`src/rtl/layer2_pool_pkg.sv`:
```
`default_nettype none
// ============================================================================
// Module   : layer2_pool_pkg
// Brief    : Shared lane/pixel types and lanewise helpers for Layer-2 pooling.
// Revision : 1.0
// ============================================================================
package layer2_pool_pkg;

   localparam int LANES  = 8;
   localparam int LANE_W = 16;
   localparam int BUS_W  = LANES * LANE_W;

   typedef logic signed [LANE_W-1:0] lane_t;
   typedef lane_t [LANES-1:0]        pix_t;

   // Both operands are lane_t, so the comparison is two's-complement.
   function automatic lane_t lane_max(input lane_t a, input lane_t b);
      return (a > b) ? a : b;
   endfunction

endpackage
`default_nettype wire

```
`src/rtl/layer2_pool_max8.sv`:
```
`default_nettype none
// ============================================================================
// Module   : layer2_pool_max8
// Brief    : Combinational lanewise signed max of two 8x16-bit pixels.
// Revision : 1.0
// ============================================================================
module layer2_pool_max8
   import layer2_pool_pkg::*;
(
   input  logic [BUS_W-1:0] i_a,
   input  logic [BUS_W-1:0] i_b,
   output logic [BUS_W-1:0] o_max
);

   for (genvar k = 0; k < LANES; k++) begin : g_lane
      assign o_max[k*LANE_W +: LANE_W] = lane_max(lane_t'(i_a[k*LANE_W +: LANE_W]),
                                                  lane_t'(i_b[k*LANE_W +: LANE_W]));
   end

endmodule
`default_nettype wire

```
`src/rtl/layer2_relu_pool.sv`:
```
`default_nettype none
// ============================================================================
// Module   : layer2_relu_pool
// Brief    : 2x2 stride-2 max pooling over 8 signed lanes with optional ReLU.
//            Define LAYER2_POOL_RELU_EN to clamp negative pooled lanes to 0.
// Revision : 1.0
// ============================================================================
module layer2_relu_pool
   import layer2_pool_pkg::*;
#(
   parameter int IMG_W = 8,
   parameter int IMG_H = 8
) (
   input  logic             ap_clk,
   input  logic             ap_rst,
   input  logic [BUS_W-1:0] d_Data_TDATA,
   input  logic             d_Data_TVALID,
   output logic             d_Data_TREADY,
   output logic [BUS_W-1:0] e_Data_TDATA,
   output logic             e_Data_TVALID,
   input  logic             e_Data_TREADY,
   output logic             e_Data_TLAST
);

   localparam int COL_W  = (IMG_W > 2) ? $clog2(IMG_W) : 1;
   localparam int ROW_W  = (IMG_H > 2) ? $clog2(IMG_H) : 1;
   localparam int HALF_W = IMG_W / 2;
   localparam int LB_AW  = (HALF_W > 2) ? $clog2(HALF_W) : 1;

   logic [COL_W-1:0] r_col;
   logic [ROW_W-1:0] r_row;
   logic [BUS_W-1:0] r_hreg;
   logic [BUS_W-1:0] r_lbuf [HALF_W];
   logic [BUS_W-1:0] r_out_data;
   logic             r_out_valid;
   logic             r_out_last;

   logic             w_accept;
   logic             w_col_end;
   logic             w_row_end;
   logic             w_load;
   logic [LB_AW-1:0] w_lb_idx;
   logic [BUS_W-1:0] w_lb_rd;
   logic [BUS_W-1:0] w_h;
   logic [BUS_W-1:0] w_pool;
   logic [BUS_W-1:0] w_out;

   // Ready only depends on the output slot, never on which beat is arriving.
   assign d_Data_TREADY = !r_out_valid || e_Data_TREADY;
   assign w_accept      = d_Data_TVALID && d_Data_TREADY;
   assign w_col_end     = (r_col == COL_W'(IMG_W - 1));
   assign w_row_end     = (r_row == ROW_W'(IMG_H - 1));
   assign w_load        = w_accept && r_col[0] && r_row[0];
   assign w_lb_idx      = LB_AW'(r_col >> 1);
   assign w_lb_rd       = r_lbuf[w_lb_idx];

   layer2_pool_max8 u_hmax (
      .i_a   (r_hreg),
      .i_b   (d_Data_TDATA),
      .o_max (w_h)
   );

   layer2_pool_max8 u_vmax (
      .i_a   (w_h),
      .i_b   (w_lb_rd),
      .o_max (w_pool)
   );

`ifdef LAYER2_POOL_RELU_EN
   for (genvar k = 0; k < LANES; k++) begin : g_relu
      assign w_out[k*LANE_W +: LANE_W] = w_pool[k*LANE_W + LANE_W - 1] ? '0
                                                                       : w_pool[k*LANE_W +: LANE_W];
   end
`else
   assign w_out = w_pool;
`endif

   always_ff @(posedge ap_clk) begin
      if (ap_rst) begin
         r_col       <= '0;
         r_row       <= '0;
         r_hreg      <= '0;
         r_out_data  <= '0;
         r_out_valid <= 1'b0;
         r_out_last  <= 1'b0;
      end else begin
         if (w_accept) begin
            if (w_col_end) begin
               r_col <= '0;
               r_row <= w_row_end ? '0 : r_row + 1'b1;
            end else begin
               r_col <= r_col + 1'b1;
            end
            if (!r_col[0]) begin
               r_hreg <= d_Data_TDATA;
            end
         end
         // A load always wins over a drain so a simultaneous pair keeps TVALID high.
         if (w_load) begin
            r_out_data  <= w_out;
            r_out_valid <= 1'b1;
            r_out_last  <= w_col_end && w_row_end;
         end else if (e_Data_TREADY) begin
            r_out_valid <= 1'b0;
            r_out_last  <= 1'b0;
         end
      end
   end

   // Line buffer is fully rewritten on every even row before it is read.
   always_ff @(posedge ap_clk) begin
      if (w_accept && r_col[0] && !r_row[0]) begin
         r_lbuf[w_lb_idx] <= w_h;
      end
   end

   assign e_Data_TDATA  = r_out_data;
   assign e_Data_TVALID = r_out_valid;
   assign e_Data_TLAST  = r_out_last;

endmodule
`default_nettype wire
```
`config.mk`:
```
export PLATFORM = sky130hd
export DESIGN_NAME = layer2_relu_pool
export DESIGN_NICKNAME = d
export VERILOG_FILES = /design/src/rtl/layer2_pool_pkg.sv /design/src/rtl/layer2_pool_max8.sv /design/src/rtl/layer2_relu_pool.sv
export SDC_FILE = /design/constraint.sdc
export NUM_CORES = 1
export LEC_CHECK = 0
export BUFFER_PORTS_ARGS = -buffer_cell sky130_fd_sc_hd__buf_2
export CAP_MARGIN = 20
export CORE_MARGIN = 5
export CORE_UTILIZATION = 40
export CTS_BUF_LIST = sky130_fd_sc_hd__clkbuf_8 sky130_fd_sc_hd__clkbuf_16
export DETAILED_ROUTE_END_ITERATION = 10
export MAX_ROUTING_LAYER = met4
export PLACE_DENSITY = 0.67
export SLEW_MARGIN = 10
export SYNTH_ARGS = -nofsm -noshare
export SYNTH_HDL_FRONTEND = slang
export SYNTH_SLANG_ARGS = --single-unit
```
`constraint.sdc`:
```
create_clock -name ap_clk -period 21.1 [get_ports ap_clk]
set_input_delay 1.055 -clock ap_clk [delete_from_list [all_inputs] [get_ports ap_clk]]
set_output_delay 1.055 -clock ap_clk [all_outputs]
set_load 0.005 [all_outputs]
```
Yosys cells after proc, flatten, opt, wreduce, memory -nomap -nowiden
Memories as Yosys holds them, arrays and structs flattened. A register that Yosys moved wholly into a read port is not among the register bits.
Index checks and enable logic that the tools add are counted.
Storage, ports and cells
  flip-flop bits (word level): 264
  memory bits (writable): 512
  input port bits: 132
  output and inout port bits: 131
  logic and storage cells: 64
  memories kept: 1
Memories
  r_lbuf: depth 4, width 128, read ports 1, clocked after Yosys merged registers in 1, wr ports 1, line layer2_relu_pool.sv:33  | logic [BUS_W-1:0] r_lbuf [HALF_W];
Cells by class
  $add $sub $neg: 2
  $lt $le $gt $ge: 16
  eq/ne operators: 2
  muxes and demuxes: 25
  bitwise operators: 1
  reduce and logical (&&, ||, !) cells: 11
Operator list (count)
  greater-than comparator 16 bit: 16
  2-to-1 mux 16 bit: 16
  adder 3 x 1 -> 3 bit, second input constant: 2
  equality test 3 bit, second input constant: 2
  2-to-1 mux 3 bit: 2
  logical AND 1 bit: 5
  2-to-1 mux 1 bit: 5
  2-to-1 mux 2 bit: 2
  AND reduction 2 bit: 2
  logical NOT 1 bit: 2
  nonzero test 2 bit: 1
  logical OR 1 bit: 1
  inverter 1 bit: 1

Logic depth before layout (Yosys ltp)
  word-level depth: 7
  gate-level depth with buffers: 21
  depth with buffers taken out: 17

Cells and area by module
Synthesis repeated with hierarchy kept, for this count alone.
Second synthesis, totals
  cells, all modules: 3058
  area total of the unflattened synthesis: 40370.0 um^2
Modules (own cells, without submodules)
  layer2_relu_pool: times used 1, cells an instance 1889, area an instance 30257.8 um^2, sequential area each 20699.9 um^2
  layer2_pool_max8 at u_vmax: times used 1, cells an instance 575, area an instance 5141.2 um^2, sequential area each 0.0 um^2
  layer2_pool_max8 at u_hmax: times used 1, cells an instance 594, area an instance 4971.0 um^2, sequential area each 0.0 um^2

Worst setup path after synthesis
No wires, ideal clock.
  path type: input-to-reg
  from: input e_Data_TREADY
  to: memory r_lbuf[1][0] in the netlist's numbering, enable pin
  setup time: 0.973 ns
  arrival time: 14.651 ns
  data required time: 20.127 ns
  setup slack: 5.476 ns
  stages on the path: 5
  path buffers: 1
  path through: nand2b_1 and2_1 buf_2 nand2_1 nor4b_1
Between the ends
  word-level cells in the longest chain between the ends: 6
RTL lines
  from (decl): line layer2_relu_pool.sv:21  | input logic e_Data_TREADY,
  logical OR 1 bit: line layer2_relu_pool.sv:49  | assign d_Data_TREADY = !r_out_valid || e_Data_TREADY;
  logical AND 1 bit: line layer2_relu_pool.sv:50  | assign w_accept = d_Data_TVALID && d_Data_TREADY;
  logical AND 1 bit (2 in series): line layer2_relu_pool.sv:112  | if (w_accept && r_col[0] && !r_row[0]) begin
  2-to-1 mux 1 bit: line layer2_relu_pool.sv:112
  2-to-1 mux 1 bit (implied by the code): line layer2_relu_pool.sv:113  | r_lbuf[w_lb_idx] <= w_h;
  to (decl): line layer2_relu_pool.sv:33
No other way between the ends.

Final worst setup path
  from: input d_Data_TDATA[13]
  to: register r_out_data[10], in the netlist e_Data_TDATA[10]
Between the ends
  word-level cells in the longest chain between the ends: 4
RTL lines
  from (decl): line layer2_relu_pool.sv:16  | input logic [BUS_W-1:0] d_Data_TDATA,
  greater-than comparator 16 bit: line layer2_pool_pkg.sv:18  | return (a > b) ? a : b;
  2-to-1 mux 16 bit: line layer2_pool_pkg.sv:18
  net u_hmax.o_max[14]: line layer2_pool_max8.sv:12  | output logic [BUS_W-1:0] o_max
  greater-than comparator 16 bit: line layer2_pool_pkg.sv:18
  2-to-1 mux 16 bit: line layer2_pool_pkg.sv:18
  to (signal assigned): line layer2_relu_pool.sv:100  | r_out_data <= w_out;
  to (decl): line layer2_relu_pool.sv:34  | logic [BUS_W-1:0] r_out_data;
The timed path passes the listed nets, and every way through them passes these cells.
A chain may end at the register's enable or synchronous reset.

==> impl_metrics.json <==
{
  "clock_insertion_delay_worst_skew_ns": 0.65,
  "detailroute.via_count": 25174,
  "die_height_um": 316,
  "num-fill-cells": 8337,
  "synthDominantAreaCellType": "edfxtp_1",
  "fmax_ghz": 0.175,
  "rr_startpoint": "r_hreg[14]",
  "worst_hold_path_cell_count": 2,
  "route.detailed.wl_per_inst_um": 20.5,
  "end_kind": "flop",
  "hold-worst-slack_ns": 0.457,
  "grt_pass1_wl_um": 148000,
  "cts_root_buffer": "clkbuf_16",
  "share_of_final_layout_standard_cells_stronger_than_drive_strength_1_pct": 20.4,
  "final.period_utilization_pct": 27.1,
  "finalClockSkew_ns": 0.0222,
  "reg2regPathDepth": 17,
  "required_ns": 21.66,
  "chipWidth_um": 316,
  "unrepaired_setup_endpoints_after_global_routing": "false",
  "asyncSetResetFlopFracSynth_pct": 0,
  "timing.hold.worst.start": "e_Data_TDATA[68]",
  "post-route-min-period_ns": 5.72,
  "synth_top_area_share_pct": 41.1,
  "whs_endpoint": "e_Data_TDATA[68]",
  "cp_cell_sequence": "buf_2 -> inv_1 -> ha_1 -> nand3_1 -> or3_1 -> a211o_1 -> nand3_1 -> nor3b_2 -> buf_4 -> mux2i_1 -> inv_1 -> ha_1 -> and4_1 -> nand4_1 -> a21oi_1 -> a311oi_1 -> mux2_2 -> or3_1 -> o211ai_1",
  "cts_resized": 0,
  "global_placement_routability_congestion": 0.824,
  "netlist-cell-type-count": 69,
  "cts_buffers": 88,
  "die_area_mm2": 0.0999,
  "synth_most_common_cell": "edfxtp_1",
  "i_o_pin_total": 263,
  "cts_tree": "yes",
  "arrival_ns": 6.28,
  "holdCritPathClass": "reg2reg",
  "syn-instance-count": 3075,
  "max-vdd-ir-drop_uv": 60.0,
  "relative_slew_margins_pct": 33.1,
  "worstPathMaxFanout": 17,
  "clk_transition_reported_paths_ns": 0.06,
  "p_leak_nw": 17.4,
  "timing_max_transition_violations_final": 0,
  "htreeDepth": 3,
  "dp.final_hpwl_um": 61200,
  "mappedNetlistArea_mm2": 0.0375,
  "synth_edf_count": 512,
  "synthesis.nets": 3467,
  "drt_first_iter_violations": 2006,
  "worst_slew_pin_slew_ns": 1.00,
  "timing_hold_violations_final": 0,
  "worst-r2r-setup-slack_ns": 15.58,
  "critPathLaunchType": "input port",
  "drv.max_cap_violation_count": 0,
  "placement.io_buffers": 262,
  "number_of_antenna_violations_at_the_first_check_in_global_routing": 27,
  "pin_count_of_the_biggest_net_entering_global_routing": 129,
  "drtAntennaViolNets": 0,
  "detailed_routing_iterations_pass_1": 5,
  "totalWireLength_um": 94800,
  "remaining_drc_errors": 0,
  "fp-row-count": 112,
  "total_power_mw": 3.81,
  "ys_dominant_reg_cell": "edfxtp_1",
  "postCtsHoldBufs": 0,
  "worstSetupPathType": "in2reg",
  "critical_path.max_stage_delay_ns": 0.69,
  "finalSetupViolCount": 0,
  "synth_seq_area_share_pct": 55.3,
  "floorplan.initialDensity_pct": 40.2,
  "cts.path.max_buffers": 3,
  "run_status": "complete, no violations",
  "ys_warn_count": 0,
  "routed_via_density": 5.43,
  "power_density_mw_per_mm2": 88.2,
  "ys_top_cells_by_area": "edfxtp_1 (41%), dfxtp_1 (14%), ha_1 (8.7%)",
  "rr_endpoint": "e_Data_TDATA[10]",
  "areaGrowthSynthToFinish_pct": 15.5,
  "setup-tns-final_ns": 0,
  "critical-path-slowest-cell": "or3_1",
  "post-cts-setup-buffer-count": 0,
  "core_mm2": 0.0932,
  "syn-mean-instance-area_um2": 12.2,
  "tritoncts_num_sinks": 778,
  "postSynthRegisterBits": 778,
  "first_global_vias": 25703,
  "num-nets-final": 3681,
  "gr-usage-all-layers_pct": 19.4,
  "grt_remaining_overflow": 0,
  "yosys-top-cells-count": "edfxtp_1 (512), nand2_1 (356), inv_1 (302)"
}
==> logic make-up after synthesis <==
group / count (synthesis) / synth area share (%)
buf+inv: 475 / 4.93
mux: 260 / 11.3
compound gates: 592 / 10.3
simple gates: 710 / 9.53
fa+ha+maj: 260 / 8.69
flops: 778 / 55.3
==> where the power goes <==
part	leakage, nW	internal [mW]	total, mW	switching (mW)
registers	6.85	1.68	1.69	0.0164
clock network	1.56	1.01	1.66	0.652
logic	8.96	0.173	0.462	0.289
total	17.4	2.86	3.81	0.957
==> final cells by class <==
cell class	count	area [µm²]	share of cell area [%]
multi-input combinational	1822	15000	34.7
timing repair buffer	297	1620	3.75
sequential	778	20700	47.9
inverter	302	1130	2.62
antenna	14	35.0	0.0810
clock buffer	94	2300	5.31
clock inverter	72	890	2.06
tap	1254	1570	3.63
==> metrics by stage <==
stage | setup slack [ns] | util (%) | std cells | area (µm²)
6_report | 15.38 | 46.4 | 4633 | 43300
5_1_grt | 15.07 | 46.4 | 4630 | 43300
4_1_cts | 15.45 | 46.4 | 4619 | 43200
3_5_place_dp | 14.78 | 43.0 | 4453 | 40000
3_3_place_gp | 14.83 | 43.0 | 4453 | 40000
2_1_floorplan | 5.48 | - | 3075 | 37500
==> state kept, by name (all words and copies together) (netlist names), named ones only <==
| signal | count |
|---|---|
| e_Data_TLAST | 1 |
| r_hreg | 128 |
| r_lbuf | 512 |
| e_Data_TDATA | 128 |
| e_Data_TVALID | 1 |
| r_col | 3 |
| r_row | 3 |
==> how the worst max path moves through the flow <==
stage	start	endpoint	cells after the start
after CTS	d_Data_TDATA[13]	e_Data_TDATA[10]	19
after detailed placement	d_Data_TDATA[13]	e_Data_TDATA[11]	19
final	d_Data_TDATA[13]	e_Data_TDATA[10]	19
after global routing	d_Data_TDATA[14]	e_Data_TDATA[10]	19
after floorplan	e_Data_TREADY	r_lbuf[1][0]	5
after global placement	d_Data_TDATA[63]	e_Data_TDATA[51]	19
==> metal layers <==
layer / vias to the layer above / GRT usage (%) / wire length (µm)
li1: 11930 / - / -
met1: 12411 / 26.3 / 42700
met2: 681 / 30.0 / 43700
met3: 152 / 3.91 / 6110
met4: 0 / 5.30 / 2330
met5: - / - / 0
==> placed cells by master, fill, tap and decap left out, types with 16 or more instances in the layout <==
cell | netlist | final
a211o_1 | 18 | 18
a211oi_1 | 25 | 25
a21o_1 | 44 | 44
a21oi_1 | 236 | 235
a31o_2 | 29 | 29
a31oi_1 | 17 | 17
buf_2 | 23 | 261
buf_4 | 3 | 32
bufinv_16 | 0 | 17
clkbuf_16 | 0 | 89
dfxtp_1 | 266 | 264
edfxtp_1 | 512 | 512
ha_1 | 260 | 260
inv_1 | 302 | 308
mux2_2 | 53 | 53
mux2_4 | 19 | 19
mux2i_1 | 69 | 68
mux4_2 | 118 | 118
nand2_1 | 356 | 356
nand3_1 | 45 | 44
nand3b_1 | 60 | 60
nand4_1 | 48 | 48
nand4b_1 | 17 | 17
nor2_1 | 45 | 42
nor2b_1 | 16 | 16
nor3_1 | 22 | 22
nor3b_1 | 33 | 32
nor4_1 | 20 | 19
o211ai_1 | 35 | 35
o21ai_0 | 74 | 74
o41ai_1 | 33 | 33
==> critical path, delay by kind of cell <==
| kind | cells | cell delay, ns |
|---|---|---|
| buffers and inverters | 4 | 0.68 |
| AO/OA/AOI/OAI | 4 | 0.89 |
| multiplexers | 2 | 0.99 |
| adder cells (fa/ha/maj) | 2 | 0.61 |
| AND/OR/NAND/NOR | 7 | 2.04 |
Note: power is estimated with default switching activity, not from simulation.
